## src/rtl/dvp_frame_writer_pkg.sv

```systemverilog
// Shared state encoding, word geometry and pixel-packing helper for the DVP frame writer.
package dvp_frame_writer_pkg;

  typedef enum logic [1:0] {
    S_IDLE = 2'd0,
    S_CMD  = 2'd1,
    S_DATA = 2'd2
  } state_e;

  localparam int PIX_PER_WORD   = 4;
  localparam int BYTES_PER_BEAT = 8;

  function automatic logic [63:0] place_pixel(input logic [63:0] word,
                                              input logic [1:0]  slot,
                                              input logic [15:0] pix);
    logic [63:0] res;
    res = word;
    case (slot)
      2'd0:    res[15:0]  = pix;
      2'd1:    res[31:16] = pix;
      2'd2:    res[47:32] = pix;
      2'd3:    res[63:48] = pix;
      default: res        = word;
    endcase
    return res;
  endfunction

endpackage

```

## src/rtl/dvp_frame_writer_fifo.sv

```systemverilog
// Synchronous show-ahead FIFO: dout is the head word whenever the FIFO is not empty.
module pixel_word_fifo #(
  parameter int WIDTH = 64,
  parameter int DEPTH = 64
) (
  input  logic                       PCLK,
  input  logic                       Rst_p,
  input  logic                       push,
  input  logic [WIDTH-1:0]           din,
  input  logic                       pop,
  output logic [WIDTH-1:0]           dout,
  output logic                       full,
  output logic                       empty,
  output logic [$clog2(DEPTH):0]     count
);
  localparam int AW = $clog2(DEPTH);
  localparam logic [AW:0]   FULL_CNT = (AW+1)'(DEPTH);
  localparam logic [AW:0]   CNT_ONE  = (AW+1)'(1);
  localparam logic [AW-1:0] PTR_ONE  = AW'(1);

  logic [WIDTH-1:0] mem_q [DEPTH];
  logic [AW-1:0]    wr_ptr_q, wr_ptr_d, rd_ptr_q, rd_ptr_d;
  logic [AW:0]      count_q, count_d;
  logic             push_ok_s, pop_ok_s;

  always_comb begin
    push_ok_s = push && (count_q != FULL_CNT);
    pop_ok_s  = pop && (count_q != {(AW+1){1'b0}});
    wr_ptr_d  = push_ok_s ? wr_ptr_q + PTR_ONE : wr_ptr_q;
    rd_ptr_d  = pop_ok_s  ? rd_ptr_q + PTR_ONE : rd_ptr_q;
    case ({push_ok_s, pop_ok_s})
      2'b10:   count_d = count_q + CNT_ONE;
      2'b01:   count_d = count_q - CNT_ONE;
      default: count_d = count_q;
    endcase
  end

  always_ff @(posedge PCLK or posedge Rst_p) begin
    if (Rst_p) begin
      wr_ptr_q <= {AW{1'b0}};
      rd_ptr_q <= {AW{1'b0}};
      count_q  <= {(AW+1){1'b0}};
    end else begin
      wr_ptr_q <= wr_ptr_d;
      rd_ptr_q <= rd_ptr_d;
      count_q  <= count_d;
    end
  end

  // Storage carries no reset; the empty flag masks stale contents.
  always_ff @(posedge PCLK) begin
    if (push_ok_s) begin
      mem_q[wr_ptr_q] <= din;
    end
  end

  assign empty = (count_q == {(AW+1){1'b0}});
  assign full  = (count_q == FULL_CNT);
  assign count = count_q;
  assign dout  = empty ? {WIDTH{1'b0}} : mem_q[rd_ptr_q];

endmodule

```

## src/rtl/dvp_frame_writer.sv

```systemverilog
// Packs RGB565 pixels four per word, buffers them, and writes ping-pong frame buffers
// in fixed-length bursts, flushing partial words and bursts at each frame end.
module dvp_frame_writer
  import dvp_frame_writer_pkg::*;
#(
  parameter logic [31:0] BASE0      = 32'h0000_0000,
  parameter logic [31:0] BASE1      = 32'h0040_0000,
  parameter int          BURST_LEN  = 16,
  parameter int          FIFO_DEPTH = 64
) (
  input  logic        PCLK,
  input  logic        Rst_p,
  input  logic        in_valid,
  input  logic [15:0] in_pixel,
  input  logic        in_vs,
  output logic        cmd_valid,
  input  logic        cmd_ready,
  output logic [31:0] cmd_addr,
  output logic [6:0]  cmd_len,
  output logic        wdata_valid,
  input  logic        wdata_ready,
  output logic [63:0] wdata,
  output logic        wdata_last,
  output logic        frame_done,
  output logic        frame_buf_sel,
  output logic        overflow
);
  localparam int            CW         = $clog2(FIFO_DEPTH) + 1;
  localparam logic [CW-1:0] BURST_CNT  = CW'(BURST_LEN);
  localparam logic [6:0]    BURST_LEN7 = 7'(BURST_LEN);
  localparam logic [1:0]    LAST_SLOT  = 2'(PIX_PER_WORD - 1);

  state_e        state_q, state_d;
  logic [1:0]    slot_q, slot_d;
  logic [63:0]   word_q, word_d, cur_word_s;
  logic          vs_q, flush_q, flush_d, has_word_q, has_word_d;
  logic          overflow_q, overflow_d, frame_done_q, frame_done_d;
  logic          buf_sel_q, buf_sel_d;
  logic [6:0]    len_q, len_d, beat_q, beat_d;
  logic [31:0]   addr_q, addr_d;
  logic          vs_rise_s, accept_s, push_s, pop_s, flush_set_s;
  logic          fifo_full_s, fifo_empty_s;
  logic [CW-1:0] fifo_count_s;
  logic [63:0]   fifo_head_s;

  pixel_word_fifo #(.WIDTH(64), .DEPTH(FIFO_DEPTH)) u_fifo (
    .PCLK  (PCLK),
    .Rst_p (Rst_p),
    .push  (push_s),
    .din   (cur_word_s),
    .pop   (pop_s),
    .dout  (fifo_head_s),
    .full  (fifo_full_s),
    .empty (fifo_empty_s),
    .count (fifo_count_s)
  );

  // Packer: a frame-end edge pushes whatever partial word exists, zero-padded.
  always_comb begin
    vs_rise_s   = in_vs && !vs_q;
    accept_s    = in_valid && !flush_q;
    cur_word_s  = accept_s ? place_pixel(word_q, slot_q, in_pixel) : word_q;
    slot_d      = slot_q;
    word_d      = word_q;
    push_s      = 1'b0;
    flush_set_s = 1'b0;
    if (vs_rise_s && !flush_q) begin
      flush_set_s = 1'b1;
      slot_d      = 2'd0;
      word_d      = 64'h0;
      push_s      = accept_s || (slot_q != 2'd0);
    end else if (accept_s && (slot_q == LAST_SLOT)) begin
      slot_d = 2'd0;
      word_d = 64'h0;
      push_s = 1'b1;
    end else if (accept_s) begin
      slot_d = slot_q + 2'd1;
      word_d = cur_word_s;
    end else begin
      slot_d = slot_q;
    end
    overflow_d = overflow_q || (in_valid && flush_q) || (push_s && fifo_full_s);
  end

  // Burst sequencer; a frame with no words completes silently.
  always_comb begin
    state_d      = state_q;
    len_d        = len_q;
    beat_d       = beat_q;
    addr_d       = addr_q;
    buf_sel_d    = buf_sel_q;
    frame_done_d = 1'b0;
    flush_d      = flush_q || flush_set_s;
    has_word_d   = has_word_q || push_s;
    pop_s        = 1'b0;
    case (state_q)
      S_IDLE: begin
        if (fifo_count_s >= BURST_CNT) begin
          len_d   = BURST_LEN7;
          beat_d  = 7'd0;
          state_d = S_CMD;
        end else if (flush_q && (fifo_count_s != {CW{1'b0}})) begin
          len_d   = 7'(fifo_count_s);
          beat_d  = 7'd0;
          state_d = S_CMD;
        end else if (flush_q) begin
          flush_d    = 1'b0;
          has_word_d = 1'b0;
          if (has_word_q) begin
            frame_done_d = 1'b1;
            buf_sel_d    = ~buf_sel_q;
            addr_d       = buf_sel_q ? BASE0 : BASE1;
          end else begin
            frame_done_d = 1'b0;
          end
        end else begin
          state_d = S_IDLE;
        end
      end
      S_CMD: begin
        if (cmd_ready) begin
          state_d = S_DATA;
        end else begin
          state_d = S_CMD;
        end
      end
      S_DATA: begin
        pop_s = !fifo_empty_s && wdata_ready;
        if (pop_s) begin
          beat_d = beat_q + 7'd1;
          if (beat_q == (len_q - 7'd1)) begin
            addr_d  = addr_q + (32'(len_q) * 32'(BYTES_PER_BEAT));
            state_d = S_IDLE;
          end else begin
            state_d = S_DATA;
          end
        end else begin
          beat_d = beat_q;
        end
      end
      default: state_d = S_IDLE;
    endcase
  end

  always_ff @(posedge PCLK or posedge Rst_p) begin
    if (Rst_p) begin
      state_q      <= S_IDLE;
      slot_q       <= 2'd0;
      word_q       <= 64'h0;
      vs_q         <= 1'b0;
      flush_q      <= 1'b0;
      has_word_q   <= 1'b0;
      overflow_q   <= 1'b0;
      frame_done_q <= 1'b0;
      buf_sel_q    <= 1'b0;
      len_q        <= 7'd0;
      beat_q       <= 7'd0;
      addr_q       <= BASE0;
    end else begin
      state_q      <= state_d;
      slot_q       <= slot_d;
      word_q       <= word_d;
      vs_q         <= in_vs;
      flush_q      <= flush_d;
      has_word_q   <= has_word_d;
      overflow_q   <= overflow_d;
      frame_done_q <= frame_done_d;
      buf_sel_q    <= buf_sel_d;
      len_q        <= len_d;
      beat_q       <= beat_d;
      addr_q       <= addr_d;
    end
  end

  assign cmd_valid     = (state_q == S_CMD);
  assign cmd_addr      = addr_q;
  assign cmd_len       = len_q;
  assign wdata_valid   = (state_q == S_DATA) && !fifo_empty_s;
  assign wdata         = fifo_head_s;
  assign wdata_last    = wdata_valid && (beat_q == (len_q - 7'd1));
  assign frame_done    = frame_done_q;
  assign frame_buf_sel = buf_sel_q;
  assign overflow      = overflow_q;

endmodule

```

## config.mk

```make
export PLATFORM = sky130hd
export DESIGN_NAME = dvp_frame_writer
export DESIGN_NICKNAME = d
export VERILOG_FILES = /design/src/rtl/dvp_frame_writer_pkg.sv /design/src/rtl/dvp_frame_writer_fifo.sv /design/src/rtl/dvp_frame_writer.sv
export SDC_FILE = /design/constraint.sdc
export NUM_CORES = 2
export LEC_CHECK = 0
export ABC_CLOCK_PERIOD_IN_PS = 9850
export BUFFER_PORTS_ARGS = -buffer_cell sky130_fd_sc_hd__clkbuf_2
export CORE_MARGIN = 2
export CORE_UTILIZATION = 45
export DETAILED_ROUTE_END_ITERATION = 6
export HOLD_SLACK_MARGIN = 0.12
export PLACE_DENSITY = 0.66
export SLEW_MARGIN = 10
export SYNTH_ARGS = -nofsm -noshare
export SYNTH_HDL_FRONTEND = slang
export SYNTH_SLANG_ARGS = --single-unit
```

## constraint.sdc

```tcl
create_clock -name PCLK -period 9.85 [get_ports PCLK]
set_input_delay 1.97 -clock PCLK [delete_from_list [all_inputs] [get_ports PCLK]]
set_output_delay 1.97 -clock PCLK [all_outputs]
set_load 0.01 [all_outputs]
```

Word-level counts from Yosys, hierarchy flattened:

Memory sizes are Yosys's and may differ from the RTL's.
Cells that the tools add are included.

* register bits after elaboration: 139
* memory bits (writable): 4096
* output and inout port bits: 109
* word-level logic and storage cells: 133
* memories kept: 1

* add/sub/neg operators: 8
* order comparisons: 1
* eq/ne operators: 18
* mux-type cells: 53
* bitwise gates (word level): 3
* reduce and logical (&&, ||, !) cells: 34

Memories
* u_fifo.mem_q: words 64, bits a word 64, rd ports 1, clocked after Yosys merged registers in 0, wr ports 1, RTL line dvp_frame_writer_fifo.sv:21 `logic [WIDTH-1:0] mem_q [DEPTH];`

Operators by type and width (number)
* 64-bit 2-to-1 mux: 5
* 32-bit 2-to-1 mux: 6
* 16-bit 2-to-1 mux: 4
* 32-bit one-hot mux with 2 select lines: 1
* 7-bit 2-to-1 mux: 5
* 32-bit by 10-bit adder with 32-bit output: 1
* 7-bit one-hot mux with 2 select lines: 2
* 23-bit 2-to-1 mux: 1
* 1-bit 2-to-1 mux: 19
* 2-bit 2-to-1 mux: 9
* 7-bit by 1-bit adder with 7-bit output (second input constant): 2
* 7-bit by 1-bit subtractor with 7-bit output (second input constant): 2
* 6-bit by 1-bit adder with 6-bit output (second input constant): 2
* 1-bit logical AND: 12
* 2-bit != test (second input constant): 6
* 2-bit == test (second input constant): 4
* 2-bit nonzero test: 4
* 7-bit == test: 1
* 7-bit == test (second input constant): 1
* 7-bit by 5-bit greater-or-equal comparator with 1-bit output (second input constant): 1
* 7-bit zero test: 1
* 7-bit != test (second input constant): 1
* 7-bit AND reduction: 1
* 7-bit nonzero test: 1
* 13 further kinds: 25

Logic depth before layout (Yosys ltp):

* word-level depth: 10
* depth in mapped cells: 14

By module:

A second synthesis with hierarchy kept.

* cell total of the unflattened synthesis: 7461
* area, all modules: 164124.9 µm²

By module, submodules not included
* pixel_word_fifo: times used 1, cells an instance 6822, area each 157840.1 µm², sequential area each 123473.4 µm²
* dvp_frame_writer: times used 1, cells an instance 639, area each 6284.8 µm², sequential area each 2927.8 µm²

Worst setup path after synthesis:

No wires, ideal clock.

* path type: input-to-reg
* start: input port in_vs
* end: memory u_fifo.mem_q[59][0] (enable)
* arrival time: 6.088 ns
* required time: 9.363 ns
* path slack: 3.275 ns
* cell stages on the path: 6
* path buffers: 0
* cell sequence: nor2b_1 o21ai_0 a211oi_1 nor2b_1 nand3_1 nor2_1

* word-level cells in the longest chain between the ends: 6

RTL lines
* start: declaration: RTL line dvp_frame_writer.sv:15 `input logic in_vs,`
* 1-bit logical AND: RTL line dvp_frame_writer.sv:60 `vs_rise_s = in_vs && !vs_q;`
* 1-bit logical AND: RTL line dvp_frame_writer.sv:67 `if (vs_rise_s && !flush_q) begin`
* 1-bit 2-to-1 mux: RTL line dvp_frame_writer.sv:67
* 1-bit logical AND: RTL line dvp_frame_writer_fifo.sv:27 `push_ok_s = push && (count_q != FULL_CNT);`
* 1-bit 2-to-1 mux: RTL line dvp_frame_writer_fifo.sv:52 `if (push_ok_s) begin`
* 1-bit 2-to-1 mux (implied by the code): RTL line dvp_frame_writer_fifo.sv:53 `mem_q[wr_ptr_q] <= din;`
* end: declaration: RTL line dvp_frame_writer_fifo.sv:21

Every way passes these cells.

Worst setup path in the final report:

* start: register u_fifo.rd_ptr_q[1]
* end: output port wdata[45]

* word-level cells in the longest chain between the ends: 2

RTL lines
* start: declaration: RTL line dvp_frame_writer_fifo.sv:22 `logic [AW-1:0] wr_ptr_q, wr_ptr_d, rd_ptr_q, rd_ptr_d;`
* start signal: assignment: RTL line dvp_frame_writer_fifo.sv:41 `rd_ptr_q <= {AW{1'b0}};`
* start signal: assignment: RTL line dvp_frame_writer_fifo.sv:45 `rd_ptr_q <= rd_ptr_d;`
* memory 64 x 64 bit
* 64-bit 2-to-1 mux: RTL line dvp_frame_writer_fifo.sv:60 `assign dout = empty ? {WIDTH{1'b0}} : mem_q[rd_ptr_q];`
* end: declaration: RTL line dvp_frame_writer.sv:22 `output logic [63:0] wdata,`

Every way passes these cells.

==> impl_metrics.yaml <==
run_status:
  status: "complete, no violations"
timing:
  fmax_mhz: 138.7
  rsz0062_at_grt: "no"
  slew_viol_final: 0
  finalClockSkew_ns: 0.07231
  layout_min_cycle_time_ns: 7.210
  hold_viol_final: 0
  finalSetupViolCount: 0
  relSlewSlack_pct: 12.02
  post-route-period-util_pct: 73.20
  final.setup.tns_ns: 0
  worst_pin_slew_ns: 1.320
layout:
  fin_util_pct: 51.08
  final_common_cell: "edfxtp_1"
  fin_cells: 12500
  fin_nets: 7425
  drive_gt1_share_pct: 29.37
  synthToLayoutAreaGrowth_pct: 12.80
  final_area_um2: 183800
  final_cell_mix: "edfxtp_1 (4096), mux4_2 (1184), clkbuf_16 (421)"
synthesis:
  yosysUniqueCellTypes: 69
  synth_ff_type: "edfxtp_1"
  avgSynthCellArea_um2: 23.27
  async_reset_ff_share_pct: 3.214
  synthesis.area_um2: 162900
  yosysSeqAreaShare_pct: 77.58
  netlist_instances: 7002
  ys_ff_latch: 4232
  yosysWarnings: 0
  synth_edf_count: 4096
setup_path:
  reg2reg_depth: 8
  path_buf_inv: 3
  r2r_setup_slack_ns: 4.91
  critPathCaptureType: "output port"
  worstSetupPathType: "flop to output port"
  cp-start-kind: "flop"
  critPathRequiredTime_ns: 7.88
  r2r-end: "u_fifo.mem_q[63][53]$_DFFE_PP_"
  cp-endpoint: "wdata[45]"
  crit_fanout: 63
  arrival_ns: 5.24
  crit_family: "buffers and inverters"
  cpPeakStageDelay_ns: 0.92
  crit_start: "u_fifo.rd_ptr_q[1]$_DFFE_PP0P_"
  r2r-start: "slot_q[0]$_DFFE_PP0P_"
  cp_cell_sequence: "buf_4 > buf_4 > mux4_2 > mux4_2 > o2111ai_1 > nand3_1 > clkbuf_2"
  worst-path-stages: 7
  crit_slowest_cell: "dfrtp_4"
power:
  net-switching-power_mw: 13.75
  cellLeakagePower_nw: 55.08
  pwr-share-clk_pct: 32.2
  power_mw: 48.43
  swShare_pct: 28.39
  p_seq_share_pct: 43.5
  max-vdd-ir-drop_v: 0.0002559
  p_per_area_nw_per_um2: 263.5
  combPwrFrac_pct: 24.3
  internal_power_mw: 34.68
clock_network:
  cts_tree: "yes"
  clk_latency_ns: 0.97
  clock-sinks: 4232
  postCtsSetupBuffers: 0
  htreeDepth: 5
  hold_buffers: 0
  cts.path.max_buffers: 4
  cts_buffers: 415
  path_clk_slew_ns: 0.07
  post_cts_resize_count: 0
  cts-root-buf: "clkbuf_16"
floorplan:
  pin_count: 131
  die_area_um2: 366900
  std_cell_rows: 220
  coreArea_um2: 359800
  die_h_um: 605.7
  die_w_um: 605.7
  initial_core_util_pct: 45.28
detailed_routing:
  routed_wl_um: 440500
  drtIter0Drc: 11380
  vias: 80210
  firstDrtPassIters: 5
  via_per_inst: 6.415
  drc_errors: 0
  route.detailed.wl_per_inst_um: 35.23
  drtAntennaViolNets: 0
grt:
  grt_pass1_wl_um: 614900
  overflow: 0
  antenna_found_initial: 20
  grt_pass1_vias: 79150
  grt_max_degree: 115
  grt_use_total_pct: 23.82
run:
  drv_cap: 0
place:
  place_congestion: 0.8094
  port_buffers: 127
  placed_area_um2: 170400
  hpwl_um: 223000
  place_inst: 11730
hold_path:
  hold_path.class: "flop to flop"
power by group through the flow:
stage	Combinational, mW	Sequential [mW]	Clock, mW
floorplan	8.28	21.3	0
global placement	11.7	21.4	0
detailed placement	11.9	21.5	0
CTS	11.9	21.1	15.7
global route	12.5	21.1	16.4
finish	11.8	21.1	15.6
cell type report:
| cell class | instances | area [um^2] |
|---|---|---|
| Antenna cell | 10 | 25.02 |
| Clock buffer | 524 | 10950 |
| Clock inverter | 234 | 2277 |
| Fill cell | 27460 | 176000 |
| Inverter | 27 | 120.1 |
| Multi-Input combinational cell | 2357 | 35400 |
| Sequential cell | 4232 | 126400 |
| Tap cell | 4773 | 5972 |
| Timing Repair Buffer | 347 | 2600 |
synth_stat cells, types with 3 or more instances:
cell type  count  area (um^2)
and4_1         3        26.28
or2_2          8        50.05
dfrtp_1      136         3403
buf_4          3        22.52
buf_2        107        535.5
a32oi_1        3        26.28
nor2b_1       70        437.9
o211ai_1       3        22.52
and2_1        23        143.9
and3_1         7        43.79
a31oi_1        3        18.77
nand4_1       15        93.84
nor3_1         4        20.02
clkbuf_1     200        750.7
nand2b_1      10        62.56
o31a_1         3        26.28
nor4_1         5        31.28
or3_1          5        31.28
a22oi_1       27        202.7
or4_1         14        105.1
nor2_1        94        352.8
o21a_1         3        22.52
o2111ai_1     56        490.5
a32o_1        49        490.5
ha_1          21        262.8
a21o_1         4        30.03
a211o_1       21        183.9
buf_1         75        281.5
a211oi_1      47        352.8
nand2_1      171        641.9
xor2_1        17        148.9
mux4_2      1184        26670
mux2i_1      140         1401
o31ai_1       20        150.1
a21oi_1       62        310.3
xnor2_1       15        131.4
o21ai_0       32        160.2
nand3_1      119        595.6
inv_1         25        93.84
mux2_2        68        765.7
edfxtp_1    4096       123000
cells by family after synthesis:
| kind of cell | count (synthesis) | synth area share [%] |
|---|---|---|
| other cells | 1 | 0.002302 |
| simple gates | 561 | 1.700 |
| fa+ha+maj | 23 | 0.1859 |
| flops | 4232 | 77.58 |
| compound gates | 346 | 1.600 |
| buf+inv | 415 | 1.058 |
| mux | 1392 | 17.70 |
| xor+xnor | 32 | 0.1720 |
flip-flops by register name, indices dropped and copies added (netlist names):
| register | count |
|---|---|
| vs_q | 1 |
| frame_done | 1 |
| has_word_q | 1 |
| frame_buf_sel | 1 |
| cmd_addr | 29 |
| beat_q | 7 |
| u_fifo.rd_ptr_q | 6 |
| flush_q | 1 |
| slot_q | 2 |
| overflow | 1 |
| u_fifo.count | 7 |
| cmd_len | 7 |
| word_q | 64 |
| state_q | 2 |
| u_fifo.mem_q | 4096 |
| u_fifo.wr_ptr_q | 6 |
routing by layer:
layer,track usage [%],wire length [um],vias to the layer above
li1,-,-,30770
met1,33.35,168800,43900
met2,38.25,212600,4755
met3,3.976,43010,791
met4,8.190,16100,0
met5,0,0,-
how the worst min path moves through the flow:
stage                                start                      to  slack (ns)  depth (start not counted)
floorplan           word_q[48]$_DFFE_PP0P_  word_q[48]$_DFFE_PP0P_        0.45                          1
global placement    word_q[61]$_DFFE_PP0P_  word_q[61]$_DFFE_PP0P_        0.46                          1
detailed placement  word_q[48]$_DFFE_PP0P_  word_q[48]$_DFFE_PP0P_        0.47                          1
CTS                 word_q[63]$_DFFE_PP0P_  word_q[63]$_DFFE_PP0P_        0.49                          1
global route        word_q[37]$_DFFE_PP0P_  word_q[37]$_DFFE_PP0P_        0.50                          1
finish              word_q[49]$_DFFE_PP0P_  word_q[49]$_DFFE_PP0P_        0.49                          1
worst register-to-register path, delay by kind of cell (launching register included):
family,cells,cell delay [ns]
compound gates,1,0.37
fa+ha+maj,1,0.25
buf+inv,3,1.06
flops,1,0.42
simple gates,3,2.35
metrics by stage:
| step | setup WS [ns] | hold WS, ns |
|---|---|---|
| after floorplan | 3.275 | 0.4474 |
| after global placement | 3.447 | 0.4628 |
| after detailed placement | 3.351 | 0.4651 |
| after CTS | 2.488 | 0.4854 |
| after global routing | 2.401 | 0.4966 |
| final | 2.640 | 0.4861 |
Power figures use the tool's default switching activity.
